**src/rtl/seq_dtree_engine.sv**
```systemverilog
// Sequential decision-tree inference engine.
// A programmable node table is walked one node per clock: internal nodes compare a
// shifted feature against a threshold and branch, leaf nodes deliver the class label.
module seq_dtree_engine #(
    parameter int unsigned N_FEAT    = 18,
    parameter int unsigned FW        = 8,
    parameter int unsigned N_NODES   = 64,
    parameter int unsigned CW        = 2,
    parameter int unsigned DEPTH_MAX = 16,
    localparam int unsigned NA = $clog2(N_NODES),
    localparam int unsigned FI = $clog2(N_FEAT),
    localparam int unsigned SW = $clog2(FW),
    localparam int unsigned NW = 1 + FI + SW + FW + 2 * NA,
    localparam int unsigned DW = $clog2(DEPTH_MAX + 1)
) (
    input  logic                 clk,
    input  logic                 rst,
    input  logic                 cfg_we,
    input  logic [NA-1:0]        cfg_addr,
    input  logic [NW-1:0]        cfg_wdata,
    output logic                 cfg_busy,
    input  logic                 in_valid,
    output logic                 in_ready,
    input  logic [N_FEAT*FW-1:0] in_feats,
    output logic                 out_valid,
    input  logic                 out_ready,
    output logic [CW-1:0]        out_class,
    output logic                 out_err,
    output logic [DW-1:0]        out_depth
);

    typedef enum logic [1:0] {StIdle, StWalk, StDone} state_t;

    state_t        state_q, state_d;
    logic [NA-1:0] ptr_q, ptr_d;
    logic [DW-1:0] depth_q, depth_d;
    logic [CW-1:0] class_q, class_d;
    logic          err_q, err_d;
    logic          load_feats;

    logic [NW-1:0] nodes_q [N_NODES];
    logic [FW-1:0] feats_q [N_FEAT];

    // Current node decode
    logic [NA-1:0] rd_idx;
    logic [NW-1:0] node;
    logic          n_leaf;
    logic [FI-1:0] n_feat;
    logic [SW-1:0] n_shift;
    logic [FW-1:0] n_thr;
    logic [NA-1:0] n_left, n_right;
    logic [FW-1:0] feat_val;
    logic          feat_ok;
    logic          go_left;

    // Out-of-range child pointers fall back to node 0 on non-power-of-two tables
    if (N_NODES == (1 << NA)) begin : g_pow2
        assign rd_idx = ptr_q;
    end else begin : g_wrap
        assign rd_idx = (32'(ptr_q) < N_NODES) ? ptr_q : '0;
    end

    assign node    = nodes_q[rd_idx];
    assign n_leaf  = node[NW-1];
    assign n_feat  = node[NW-2 -: FI];
    assign n_shift = node[NW-2-FI -: SW];
    assign n_thr   = node[2*NA +: FW];
    assign n_left  = node[NA +: NA];
    assign n_right = node[0 +: NA];

    // Feature mux; feat_ok stays low for indices beyond the feature vector
    always_comb begin
        feat_val = '0;
        feat_ok  = 1'b0;
        for (int i = 0; i < N_FEAT; i++) begin
            if (n_feat == FI'(i)) begin
                feat_val = feats_q[i];
                feat_ok  = 1'b1;
            end
        end
    end

    assign go_left = (feat_val >> n_shift) <= n_thr;

    // Next-state and datapath update for the walk
    always_comb begin
        state_d    = state_q;
        ptr_d      = ptr_q;
        depth_d    = depth_q;
        class_d    = class_q;
        err_d      = err_q;
        load_feats = 1'b0;
        unique case (state_q)
            StIdle: begin
                if (in_valid) begin
                    load_feats = 1'b1;
                    ptr_d      = '0;
                    depth_d    = '0;
                    state_d    = StWalk;
                end
            end
            StWalk: begin
                if (n_leaf) begin
                    class_d = n_thr[CW-1:0];
                    err_d   = 1'b0;
                    state_d = StDone;
                end else if (depth_q == DW'(DEPTH_MAX) || !feat_ok) begin
                    class_d = '0;
                    err_d   = 1'b1;
                    state_d = StDone;
                end else begin
                    ptr_d   = go_left ? n_left : n_right;
                    depth_d = depth_q + 1'b1;
                end
            end
            StDone: begin
                if (out_ready) state_d = StIdle;
            end
            default: state_d = StIdle;
        endcase
    end

    // Control and result registers
    always_ff @(posedge clk or posedge rst) begin
        if (rst) begin
            state_q <= StIdle;
            ptr_q   <= '0;
            depth_q <= '0;
            class_q <= '0;
            err_q   <= 1'b0;
        end else begin
            state_q <= state_d;
            ptr_q   <= ptr_d;
            depth_q <= depth_d;
            class_q <= class_d;
            err_q   <= err_d;
        end
    end

    // Feature capture; frozen for the whole walk
    always_ff @(posedge clk or posedge rst) begin
        if (rst) begin
            for (int i = 0; i < N_FEAT; i++) feats_q[i] <= '0;
        end else if (load_feats) begin
            for (int i = 0; i < N_FEAT; i++) feats_q[i] <= in_feats[i*FW +: FW];
        end
    end

    // Node table; writable only while idle so a walk never sees a torn tree
    always_ff @(posedge clk or posedge rst) begin
        if (rst) begin
            for (int i = 0; i < N_NODES; i++) nodes_q[i] <= '0;
        end else if (cfg_we && state_q == StIdle) begin
            nodes_q[cfg_addr] <= cfg_wdata;
        end
    end

    assign in_ready  = (state_q == StIdle);
    assign out_valid = (state_q == StDone);
    assign cfg_busy  = (state_q != StIdle);
    assign out_class = class_q;
    assign out_err   = err_q;
    assign out_depth = depth_q;

endmodule

```
**config.mk**
```make
export PLATFORM = sky130hd
export DESIGN_NAME = seq_dtree_engine
export DESIGN_NICKNAME = d
export VERILOG_FILES = /design/src/rtl/seq_dtree_engine.sv
export SDC_FILE = /design/constraint.sdc
export NUM_CORES = 2
export LEC_CHECK = 0
export BUFFER_PORTS_ARGS = -buffer_cell sky130_fd_sc_hd__buf_4
export CAP_MARGIN = 20
export CORE_MARGIN = 2
export CORE_UTILIZATION = 50
export CTS_CLUSTER_DIAMETER = 200
export DETAILED_ROUTE_END_ITERATION = 8
export GPL_ROUTABILITY_DRIVEN = 1
export PLACE_DENSITY = 0.72
export SYNTH_ARGS = -nofsm -noshare
export SYNTH_HDL_FRONTEND = slang
export SYNTH_SLANG_ARGS = --single-unit
```
**constraint.sdc**
```tcl
create_clock -name clk -period 95 [get_ports clk]
set_clock_uncertainty 0.1 [all_clocks]
set_input_delay 9.5 -clock clk [delete_from_list [all_inputs] [get_ports clk]]
set_output_delay 9.5 -clock clk [all_outputs]
set_load 0.01 [all_outputs]
```
Word level (Yosys, flattened, before mapping)
Cells that the tools add are included.
{"block": "word_totals", "word_cells": 194, "ff_bits": 2016, "latchBits": 0, "mem_bits_rw": 0, "mem_count": 0, "rom_bits": 0, "output_inout_bits": 11}
{"block": "classes", "n_div": 0, "bitwise_logic": 2, "reduce_logical": 12, "eq_ne": 25, "order_cmp": 4, "shifts": 1, "muxes": 62, "multipliers": 0, "n_addsub": 1}
{"cell": "$bwmux W1856", "count": 1}
{"cell": "$bmux W29 S6", "count": 1}
{"cell": "$demux W29 S6", "count": 1}
{"cell": "$mux W8", "count": 18}
{"cell": "$mux W29", "count": 3}
{"cell": "$eq A5 B4 Y1 const B", "count": 8}
{"cell": "$mux W6", "count": 4}
{"cell": "$mux W1", "count": 22}
{"cell": "$eq A5 B3 Y1 const B", "count": 4}
{"cell": "$eq A5 B5 Y1 const B", "count": 3}
{"cell": "$mux W5", "count": 3}
{"cell": "$ge A7 B7 Y1 const B", "count": 2}
{"cell": "$not A6 Y7", "count": 2}
{"cell": "$mux W2", "count": 6}
{"cell": "$pmux W6 S2", "count": 1}
{"cell": "$eq A5 B2 Y1 const B", "count": 2}
{"cell": "$pmux W5 S2", "count": 1}
{"cell": "$le A8 B8 Y1", "count": 1}
{"cell": "$shr A8 B3 Y8", "count": 1}
{"cell": "$lt A7 B1 Y1 const B", "count": 1}
{"cell": "$ne A2 B2 Y1 const B", "count": 3}
{"cell": "$pmux W2 S3", "count": 1}
{"cell": "$reduce_bool A2 Y1", "count": 3}
{"cell": "$add A5 B1 Y5 const B", "count": 1}
{"cell": "other kinds (13)", "count": 14}

Logic depth before layout (Yosys ltp)
{"block": "depth", "word_depth": 29, "depth_mapped": 29, "ltp_nobuf": 21}

Worst setup path before layout
OpenSTA, ideal clock, no wires.
{"block": "synth_timing", "kind": "input port to flip-flop", "startpoint": "input port cfg_addr[5]", "endpoint": "register nodes_q[1653] in the netlist's numbering", "t_arrival_ns": 11.434, "t_required_ns": 94.775, "n_path_buf": 3, "setup_slack_ns": 83.341, "stages": 6, "setup_ns": 0.125, "path_cell_list": "clkbuf_1 -> nor3_1 -> nor2b_1 -> buf_1 -> buf_1 -> mux2_2"}
{"block": "synth_between", "elab_chain_len": 6, "word_cells_on_any_way": 7, "cone_classes": "order compare: 2; mux: 3; bitwise: 1; reduce/logical: 1"}
{"element": "start, declared", "line": "19", "source": "input logic [NA-1:0] cfg_addr,"}
{"element": "$not A6 Y7 (implied by the code) *", "line": "154", "source": "nodes_q[cfg_addr] <= cfg_wdata;"}
{"element": "$ge A7 B7 Y1 (implied by the code) or $lt A7 B1 Y1 (tied branches)", "line": "154"}
{"element": "$logic_and A1 B1 Y1 (implied by the code)", "line": "154"}
{"element": "$mux W29 (implied by the code)", "line": "154"}
{"element": "$demux W29 S6 *", "line": "154"}
{"element": "$bwmux W1856 *", "line": "154"}
{"element": "end signal, assigned by index", "line": "154"}
{"element": "end, declared", "line": "41", "source": "logic [NW-1:0] nodes_q [N_NODES];"}
Mark *: on every way between the ends. The rest lies on a longest branch, timed or not.
A chain may end at the register's enable or synchronous reset.

==> key figures <==
Routing
  • First-pass DRT Iterations: 7
  • Initial DRC count: 4,879
  • Routed WL per cell: 30.0 microns
  • Routed via count: 53,286
  • DR vias/cell: 6.32
  • Detailed Route WL: 253,000 microns
  • Post-DRT Antenna Nets: 0
  • Drt drc: 0

Floorplanning
  • FP Rows: 157
  • Initial Utilization: 50.5%
  • Core area: 183,000 sq um
  • Die W: 434 microns
  • Die area: 189,000 sq um
  • Die H: 434 microns
  • Io pins: 195

STA
  • Final setup fails: 0
  • Slew HR: 27.7%
  • Least-Margin Pin Slew: 1.08 ns
  • Final WS setup: 81.51 ns
  • Hold Violations, Final: 0
  • Post-route clock period utilization: 14.2%
  • Final slew viol count: 0
  • Fmax: 0.0741 GHz
  • Min Tclk post-route: 13.49 ns
  • Total Neg Setup Slack: 0 ns
  • Hold Worst Slack: 0.398 ns
  • RSZ-0062 raised after global routing: false

Global routing
  • First-pass GRT wire length: 377,000 microns
  • Vias in the first global route: 55,399
  • Gr usage total: 27.2%
  • Total congestion overflow: 0
  • Largest net degree at the start of global routing: 181
  • Antenna violations before repair: 8

Place
  • Gp weighted congestion: 0.859
  • Pre-CTS setup slack: 80.00 ns
  • Placed instance count: 8,043
  • Detailed placer's ending HPWL: 147,000 microns
  • # port buffers: 194
  • Dpl cell area: 96,000 sq um

Synthesis
  • Asr flop ratio synth: 100%
  • Area of the mapped netlist: 92,600 sq um
  • Syn_nets: 6,044
  • Dominant synthesized flop cell: dfrtp_1
  • Distinct cells, synth: 89
  • Gate count of the mapped netlist: 5,850
  • Flop and latch count out of synthesis: 2,016
  • Post-synth EDFFs: 0
  • Yosys warns: 0
  • Avg Cell Area, Syn: 15.8 sq um
  • Register area share after synthesis: 54.5%

Clock tree
  • CTS tree: built
  • CTS Sinks: 2,016
  • Post-cts resize count: 0
  • CTS buffer count: 207
  • Worst-case clock buffer depth: 3
  • Worst-Skew Late Latency: 0.85 ns
  • Clk Tree Root Cell: clkbuf_16
  • Clock-pin slew on the worst setup and hold paths: 0.06 ns
  • Setup repair bufs after CTS: 0
  • Cts hold-fix bufs: 0
  • # H-tree levels: 4

Setup path
  • CP Buf/Inv Count: 8
  • Slowest-stage cell, CP: buf_4
  • Critical Path Fanout Max: 130
  • Critical path arrival: 14.37 ns
  • Worst Setup End Kind: asynchronous set/reset pin
  • Slowest Stage Delay on Critical Path: 0.82 ns
  • Top cell by count, worst path: buf_4
  • Crit start category: primary input
  • Critical Path Source: rst
  • Crit Path Category: primary input to asynchronous set/reset pin
  • RR Startpoint: ptr_q[0]
  • Worst reg2reg setup slack: 86.45 ns
  • Worst path required time: 95.88 ns
  • Crit-path cells: buf_4, inv_8, buf_4, buf_4, buf_4, buf_4, buf_4, buf_16
  • Top Family by Delay on Critical Path: buffers and inverters

Status
  • Outcome: finished, final reports clean

Pwr
  • Cell internal pwr: 0.00191 W
  • Clock power frac: 28.9%
  • Comb pwr share: 32.5%
  • Power density over cell area: 27.7 nW/um^2
  • Switch share: 32.9%
  • Pleak: 48.0 nW
  • Switching power: 0.000939 W
  • Max IR drop VDD: 0.0499 mV
  • Reg power frac: 38.6%

Final layout
  • Nets@finish: 5,989
  • Filler cells: 14,219
  • Layout cell share with drive strength beyond 1: 56.0%
  • Finished Layout Cells: 8,433
  • Area growth, synth to finish: 11.2%
  • Cell area after layout: 103,000 sq um

Worst hold path
  • Worst min-delay path startpoint: nodes_q[616]
  • Worst Hold Class: register to register

Flow run
  • Reported max-cap violation count: 0
cells in the mapped netlist (10+ instances only):
cell type	number	area, sq um
dfrtp_1	2016	50400
mux2_2	1997	22500
mux4_2	572	12900
clkbuf_1	387	1450
nand2_1	121	454
buf_1	110	413
nor2_1	67	251
buf_2	66	330
mux2i_1	50	500
nand3_1	33	165
a21oi_1	31	155
inv_1	31	116
a22oi_1	29	218
o21ai_0	29	145
nor2b_1	20	125
o22ai_1	19	119
buf_6	15	169
and2_1	13	81.3
buf_4	13	97.6
a211oi_1	12	90.1
ha_1	10	125
path summary, 6_finish.rpt:
kind / depth (start not counted) / endpoint
max in group clk: 7 / nodes_q[980]
worst min register to register: 1 / nodes_q[616]
worst max register to register: 25 / ptr_q[5]
min in group asynchronous: 2 / feats_q[111]
worst min-delay path: 1 / nodes_q[616]
worst max-delay path: 8 / nodes_q[1046]
flip-flops by register name (all words and copies together), names as in the netlist:
| register | count |
|---|---|
| nodes_q | 1856 |
| feats_q | 144 |
| ptr_q | 6 |
| out_depth | 5 |
| out_class | 2 |
| state_q | 2 |
| out_err | 1 |
metal layers:
metal | share of wire [%] | track usage, % | routed length [microns] | vias to the layer above
li1 | - | - | - | 21774
met1 | 43 | 38.8 | 108000 | 29316
met2 | 48 | 43.3 | 121000 | 1761
met3 | 6.1 | 4.28 | 15400 | 435
met4 | 3.3 | 8.58 | 8450 | 0
met5 | 0 | 0 | 0 | -
power groups by stage:
| stage | logic (W) | clock network [W] | registers, W |
|---|---|---|---|
| 2_1_floorplan | 0.000697 | 0 | 0.00108 |
| 3_3_place_gp | 0.000914 | 0 | 0.00110 |
| 3_5_place_dp | 0.000924 | 0 | 0.00111 |
| 4_1_cts | 0.000927 | 0.000835 | 0.00110 |
| 5_1_grt | 0.000993 | 0.000872 | 0.00112 |
| 6_report | 0.000928 | 0.000824 | 0.00110 |
per-stage QoR:
stage,total power [W],util [%]
floorplan,0.00178,-
global placement,0.00202,52.3
detailed placement,0.00204,52.3
CTS,0.00286,56.1
global route,0.00298,56.2
finish,0.00285,56.2
kinds of logic (layout without fill, tap and decap cells):
group / after synthesis / count (layout) / synth area share, %
other: 0 / 2 / 0
muxes: 2623 / 2623 / 38.8
xor gates and xnor gates: 3 / 3 / 0.0284
AOI/OAI and AO/OA: 241 / 241 / 1.93
and+or+nand+nor: 328 / 328 / 1.76
buffers and inverters: 629 / 746 / 2.86
DFF: 2016 / 2016 / 54.5
adders and majority gates: 10 / 10 / 0.135
layout by cell type (no fill, tap or decap), drive strengths merged, types with 7 or more instances in the layout:
cell         n
clkbuf     297
mux2      1997
o21ai       38
nor2b       21
a22oi       31
a221oi       9
dfrtp     2016
bufinv      12
nand2b       9
o22ai       19
inv         43
a21oi       32
nor3        11
a211oi      12
buf        330
nand3       33
or2          9
and2        14
nor2        68
ha          10
nor4         7
o221ai       9
a311oi       7
mux4       572
o211ai       7
nand2      123
clkinv      53
clkinvlp    11
mux2i       54
layout make-up:
cell class | count | area [sq um] | share of cell area (%)
clock buffers | 297 | 5950 | 5.77
clock inverters | 84 | 948 | 0.921
well taps | 2464 | 3080 | 2.99
flip-flops and latches | 2016 | 50500 | 49.0
diodes | 2 | 5.00 | 0.00486
multi-input cells | 3205 | 39800 | 38.6
repair buffers | 330 | 2670 | 2.59
inverters | 35 | 140 | 0.136
Power figures use the tool's default switching activity.
